===== config.mk =====
export PLATFORM = sky130hd
export DESIGN_NAME = uart_rx_op
export DESIGN_NICKNAME = d
export VERILOG_FILES = /design/src/rtl/uart_pkg.sv /design/src/rtl/uart_rx_sampler.sv /design/src/rtl/uart_rx_op.sv
export SDC_FILE = /design/constraint.sdc
export NUM_CORES = 1
export LEC_CHECK = 0
export ABC_CLOCK_PERIOD_IN_PS = 3300
export CAP_MARGIN = 20
export CORE_UTILIZATION = 40
export DETAILED_ROUTE_END_ITERATION = 16
export GPL_TIMING_DRIVEN = 0
export PLACE_DENSITY = 0.7
export SETUP_SLACK_MARGIN = 0.2
export SYNTH_ARGS = -nofsm -noshare
export SYNTH_HDL_FRONTEND = slang
export SYNTH_SLANG_ARGS = --single-unit
export TNS_END_PERCENT = 5

===== constraint.sdc =====
create_clock -name clk_i -period 3.3 [get_ports clk_i]
set_input_delay 0.33 -clock clk_i [delete_from_list [all_inputs] [get_ports clk_i]]
set_output_delay 0.33 -clock clk_i [all_outputs]
set_load 0.02 [all_outputs]

===== src/rtl/uart_pkg.sv =====
// Shared UART definitions: receiver state encoding, default oversampling ratio
// and the parity helper used by both uart_tx_op and uart_rx_op.
package uart_pkg;

  localparam int OVERSAMPLE_DEF = 16;

  typedef enum logic [2:0] {
    ST_IDLE  = 3'd0,
    ST_START = 3'd1,
    ST_DATA  = 3'd2,
    ST_CHECK = 3'd3,
    ST_STOP  = 3'd4,
    ST_BREAK = 3'd5
  } uart_state_e;

  // Expected parity bit: even -> XOR of data, odd -> XNOR of data.
  function automatic logic parity_calc(input logic [7:0] data, input logic even);
    return even ? (^data) : (~^data);
  endfunction

endpackage


===== src/rtl/uart_rx_sampler.sv =====
// Line synchronizer, oversampling tick counter and bit-decision strobe for uart_rx_op.
// Optional macro UART_RX_MAJORITY_EN: 2-of-3 vote around the bit centre, decided one tick later.
module uart_rx_sampler
  import uart_pkg::*;
#(
  parameter int OVERSAMPLE = OVERSAMPLE_DEF
) (
  input  logic clk_i,
  input  logic reset_i,
  input  logic sample_tick_i,
  input  logic uart_rx_i,
  input  logic hold_i,
  output logic rx_s_o,
  output logic bit_strobe_o,
  output logic bit_val_o
);

  localparam int CW  = $clog2(OVERSAMPLE);
  localparam int MID = OVERSAMPLE / 2 - 1;
`ifdef UART_RX_MAJORITY_EN
  localparam int STROBE_PT = MID + 1;
`else
  localparam int STROBE_PT = MID;
`endif
  localparam logic [CW-1:0] STROBE_C = CW'(STROBE_PT);
  localparam logic [CW-1:0] LAST_C   = CW'(OVERSAMPLE - 1);

  logic [1:0]    sync_q;
  logic [CW-1:0] tick_cnt_q;

  // Counter is held at zero while the FSM waits for an edge, so every bit
  // centre of the frame lands on the same counter phase.
  always_ff @(posedge clk_i) begin
    if (reset_i) begin
      sync_q     <= 2'b11;
      tick_cnt_q <= '0;
    end else begin
      sync_q <= {sync_q[0], uart_rx_i};
      if (sample_tick_i) begin
        if (hold_i || tick_cnt_q == LAST_C) tick_cnt_q <= '0;
        else                                tick_cnt_q <= tick_cnt_q + 1'b1;
      end
    end
  end

  assign rx_s_o       = sync_q[1];
  assign bit_strobe_o = sample_tick_i && !hold_i && (tick_cnt_q == STROBE_C);

`ifdef UART_RX_MAJORITY_EN
  localparam logic [CW-1:0] PRE_C = CW'(MID - 1);
  localparam logic [CW-1:0] MID_C = CW'(MID);
  logic [1:0] maj_q;

  always_ff @(posedge clk_i) begin
    if (sample_tick_i) begin
      if (tick_cnt_q == PRE_C) maj_q[0] <= rx_s_o;
      if (tick_cnt_q == MID_C) maj_q[1] <= rx_s_o;
    end
  end

  assign bit_val_o = (maj_q[0] & maj_q[1]) | (rx_s_o & (maj_q[0] | maj_q[1]));
`else
  assign bit_val_o = rx_s_o;
`endif

endmodule


===== src/rtl/uart_rx_op.sv =====
// UART receiver: 8-bit LSB-first frames with optional parity, valid/error pulses.
// Optional macro UART_RX_MAJORITY_EN selects majority-vote bit sampling in uart_rx_sampler.
module uart_rx_op
  import uart_pkg::*;
#(
  parameter logic VERIFY_ON   = 1'b0,
  parameter logic VERIFY_EVEN = 1'b0,
  parameter int   OVERSAMPLE  = OVERSAMPLE_DEF
) (
  input  logic       clk_i,
  input  logic       reset_i,
  input  logic       sample_tick_i,
  input  logic       uart_rx_i,
  output logic [7:0] dataout_o,
  output logic       data_valid_o,
  output logic       parity_err_o,
  output logic       frame_err_o,
  output logic       uart_busy_o
);

  uart_state_e state_q;
  logic [7:0]  dataout_q;
  logic [7:0]  shreg_q;
  logic [2:0]  bit_cnt_q;
  logic        par_bad_q;
  logic        valid_q, par_err_q, frame_err_q, busy_q;
  logic        rx_s, bit_strobe, bit_val, hold;

  assign hold = (state_q == ST_IDLE) || (state_q == ST_BREAK);

  uart_rx_sampler #(
    .OVERSAMPLE(OVERSAMPLE)
  ) u_sampler (
    .clk_i        (clk_i),
    .reset_i      (reset_i),
    .sample_tick_i(sample_tick_i),
    .uart_rx_i    (uart_rx_i),
    .hold_i       (hold),
    .rx_s_o       (rx_s),
    .bit_strobe_o (bit_strobe),
    .bit_val_o    (bit_val)
  );

  always_ff @(posedge clk_i) begin
    if (reset_i) begin
      state_q     <= ST_IDLE;
      dataout_q   <= 8'h00;
      bit_cnt_q   <= 3'd0;
      par_bad_q   <= 1'b0;
      valid_q     <= 1'b0;
      par_err_q   <= 1'b0;
      frame_err_q <= 1'b0;
      busy_q      <= 1'b0;
    end else begin
      valid_q     <= 1'b0;
      par_err_q   <= 1'b0;
      frame_err_q <= 1'b0;
      if (sample_tick_i) begin
        unique case (state_q)
          ST_IDLE: if (!rx_s) begin
            state_q <= ST_START;
            busy_q  <= 1'b1;
          end
          ST_START: if (bit_strobe) begin
            if (bit_val) begin
              state_q <= ST_IDLE;
              busy_q  <= 1'b0;
            end else begin
              bit_cnt_q <= 3'd0;
              par_bad_q <= 1'b0;
              state_q   <= ST_DATA;
            end
          end
          ST_DATA: if (bit_strobe) begin
            shreg_q[bit_cnt_q] <= bit_val;
            bit_cnt_q          <= bit_cnt_q + 3'd1;
            if (bit_cnt_q == 3'd7) state_q <= VERIFY_ON ? ST_CHECK : ST_STOP;
          end
          ST_CHECK: if (bit_strobe) begin
            par_bad_q <= (bit_val != parity_calc(shreg_q, VERIFY_EVEN));
            state_q   <= ST_STOP;
          end
          ST_STOP: if (bit_strobe) begin
            if (bit_val) begin
              dataout_q <= shreg_q;
              valid_q   <= 1'b1;
              par_err_q <= par_bad_q;
              busy_q    <= 1'b0;
              state_q   <= ST_IDLE;
            end else begin
              frame_err_q <= 1'b1;
              state_q     <= ST_BREAK;
            end
          end
          ST_BREAK: if (rx_s) begin
            busy_q  <= 1'b0;
            state_q <= ST_IDLE;
          end
          default: state_q <= ST_IDLE;
        endcase
      end
    end
  end

  assign dataout_o    = dataout_q;
  assign data_valid_o = valid_q;
  assign parity_err_o = par_err_q;
  assign frame_err_o  = frame_err_q;
  assign uart_busy_o  = busy_q;

endmodule


==> metrics.yaml <==
timing:
  relSlewSlack_pct: 69.9
  max_freq_ghz: 0.475
  finalCriticalPeriod_ns: 2.10
  maxSlewViolCount: 0
  timing.hold.ws_ns: 0.411
  worstMarginPinSlew_ns: 0.452
  fin_tns_setup_ns: 0
  fin_crit_sh_pct: 63.8
  setup_violations: 0
  clock_skew_ns: 0.00713
  rsz0062_at_grt: "false"
  hold_viol_final: 0
cells_and_area:
  drive_above_1_share_pct: 11.4
  design_area_um2: 1870
  diodes: 0
  fin_nets: 182
  area_delta_synth_final_pct: 20.7
setup_path:
  r2r_cells: 5
  end_kind: "register"
  crit_fanout: 7
  worstSetupPathType: "register to register"
  max_stage_delay_ns: 0.46
  start_kind: "register"
  critical_path_buf_inv_count: 0
  required_ns: 3.29
  reg2reg_slack_ns: 1.20
  startpoint: "u_sampler.tick_cnt_q[0]"
  crit_chain: "ha_1 -> nand4b_2 -> nor4_4 -> or3b_1 -> nor2_1"
  endpoint: "shreg_q[6]"
  cp.arrival_ns: 2.10
  reg2reg_to: "shreg_q[6]"
  critPathSlowestCell: "or3b_1"
  crit_family: "simple AND/OR/NAND/NOR gates"
  cp_num_cells: 5
  r2r-start: "u_sampler.tick_cnt_q[0]"
synthesis:
  synthFlopType: "dfxtp_1"
  ys_top_cells_by_area: "dfxtp_1 (32%), edfxtp_1 (16%), mux2i_1 (5.8%)"
  async_reset_ff_share_pct: 0
  syn_area_per_cell_um2: 10.1
  yosysTopAreaCellShare_pct: 32.3
  synth_cell_type_count: 45
  yosysTopAreaCell: "dfxtp_1"
  synth_warnings: 0
  synth_fp_nets: 160
  synthCells: 153
  synth_common_cells: "dfxtp_1 (25), nor2_1 (20), mux2i_1 (9)"
  ys_seq_area_share_pct: 47.8
  yosysMostFrequentCell: "dfxtp_1"
  syn_area_um2: 1550
  synth_edf_count: 8
  synth_seq_cells: 33
detailed_routing:
  vias_per_cell: 5.30
  route.detailed.drc: 0
  dr.pass1.iters: 4
  vias: 1188
  wl_per_cell_um: 12.9
  ant_nets: 0
  routed_wl_um: 2880
  drtIter0Drc: 73
placed_design:
  gp_congestion: 0.867
  placed_area_um2: 1760
  dp_hpwl_um: 2050
  portBuffers: 15
clocking:
  numCtsBuffers: 5
  post_cts_buffers: 0
  root_buffer: "clkbuf_8"
  path_clk_slew_ns: 0.07
  cts_sinks: 33
  cts_buffer_depth: 2
  cts_max_level: 2
  cts_hold_buf: 0
  clk_latency_ns: 0.28
  cts_resized: 0
  cts_tree: "built"
floorplanning:
  start_util_pct: 42.0
  ios: 16
  core-area_um2: 3690
  die_h_um: 64.2
  die_w_um: 64.2
  rows: 22
  dieArea_um2: 4130
pwr:
  finalPower_mw: 0.823
  power.density_nw_per_um2: 440
  p_leak_nw: 0.722
  ir_drop_mv: 0.138
worst_hold_path:
  hold_class: "register to register"
grt:
  antenna_found_initial: 0
  grt_pass1_wl_um: 4890
  grt_start_max_net_pins: 12
  grt_pass1_vias: 1134
  grt_overflow: 0
  track_usage_pct: 15.5
job:
  drv_cap: 0
status:
  status: "complete, no violations"
-- worst reg2reg max path: stages (launching register included) --
cell and delay [ns]:
dfxtp_1 0.38, ha_1 0.28, nand4b_2 0.26, nor4_4 0.28, or3b_1 0.46, nor2_1 0.16
-- power by group --
part | total [mW] | switching, mW | internal, mW | leakage [nW]
combinational | 0.0292 | 0.0173 | 0.0119 | 0.398
clock | 0.376 | 0.153 | 0.222 | 0.0518
sequential | 0.418 | 0.00279 | 0.415 | 0.272
-- logic make-up after synthesis --
| group | count (synthesis) | synth area share [%] |
|---|---|---|
| simple gates | 59 | 22.1 |
| flops | 33 | 47.8 |
| compound gates | 31 | 13.1 |
| buf+inv | 10 | 2.91 |
| mux | 9 | 5.82 |
| xor+xnor | 8 | 5.90 |
| fa+ha+maj | 3 | 2.42 |
-- registers in the layout, summed over array words and instances (netlist names) --
signal and flops:
u_sampler.tick_cnt_q 4, parity_err_o 1, uart_busy_o 1, state_q 3, shreg_q 8, par_bad_q 1
u_sampler.sync_q 2, bit_cnt_q 3, data_valid_o 1, frame_err_o 1, dataout_o 8
-- area by class of cell --
class / count / area (um2)
buffer: 8 / 37.5
clock buffer: 5 / 68.8
clock inverter: 3 / 41.3
fill: 330 / 1820
inverter: 2 / 7.51
multi-input combinational: 110 / 763
sequential: 33 / 741
tap: 48 / 60.1
timing repair buffer: 15 / 150
-- how the worst min path moves through the flow --
stage,start,endpoint,slack [ns],depth (start not counted)
2_1_floorplan,u_sampler.sync_q[0],u_sampler.sync_q[1],0.39,1
6_report,u_sampler.sync_q[0],u_sampler.sync_q[1],0.41,1
3_5_place_dp,u_sampler.sync_q[0],u_sampler.sync_q[1],0.39,1
5_1_grt,u_sampler.sync_q[0],u_sampler.sync_q[1],0.43,1
4_1_cts,u_sampler.sync_q[0],u_sampler.sync_q[1],0.41,1
3_3_place_gp,u_sampler.sync_q[0],u_sampler.sync_q[1],0.40,1
-- layout by cell type (no fill, tap or decap), types with 2 or more instances in the layout --
master and count:
xnor2_1 5, mux2i_1 9, a31oi_1 3, nor3_1 3, inv_1 2, edfxtp_1 8
or2_2 2, nor2b_1 3, a21oi_1 7, nor2_1 20, buf_2 3, or3_1 3
dfxtp_1 25, and3_1 2, nand4_1 3, ha_1 3, clkdlybuf4s50_1 15, or3b_1 4
clkbuf_1 4, clkbuf_8 5, o21ai_0 7, nand2b_1 4, a211oi_1 2, nand3_1 3
a22oi_1 2, nand2_1 5
-- through the flow --
step | setup WS (ns) | util [%] | cells
after detailed placement | 0.941 | 47.7 | 216
after CTS | 1.21 | 50.7 | 224
after global placement | 0.989 | 47.7 | 216
final | 1.20 | 50.7 | 224
after floorplan | 1.47 | - | 153
after global routing | 1.08 | 50.7 | 224
-- layer usage --
layer  vias to the layer above  routed length, um  GRT usage, %
li1                        595                  -             -
met1                       557               1300          18.4
met2                        31               1430          25.7
met3                         5                 99          2.86
met4                         0                 52          9.72
met5                         -                  0             0
(Power assumes the default switching activity.)
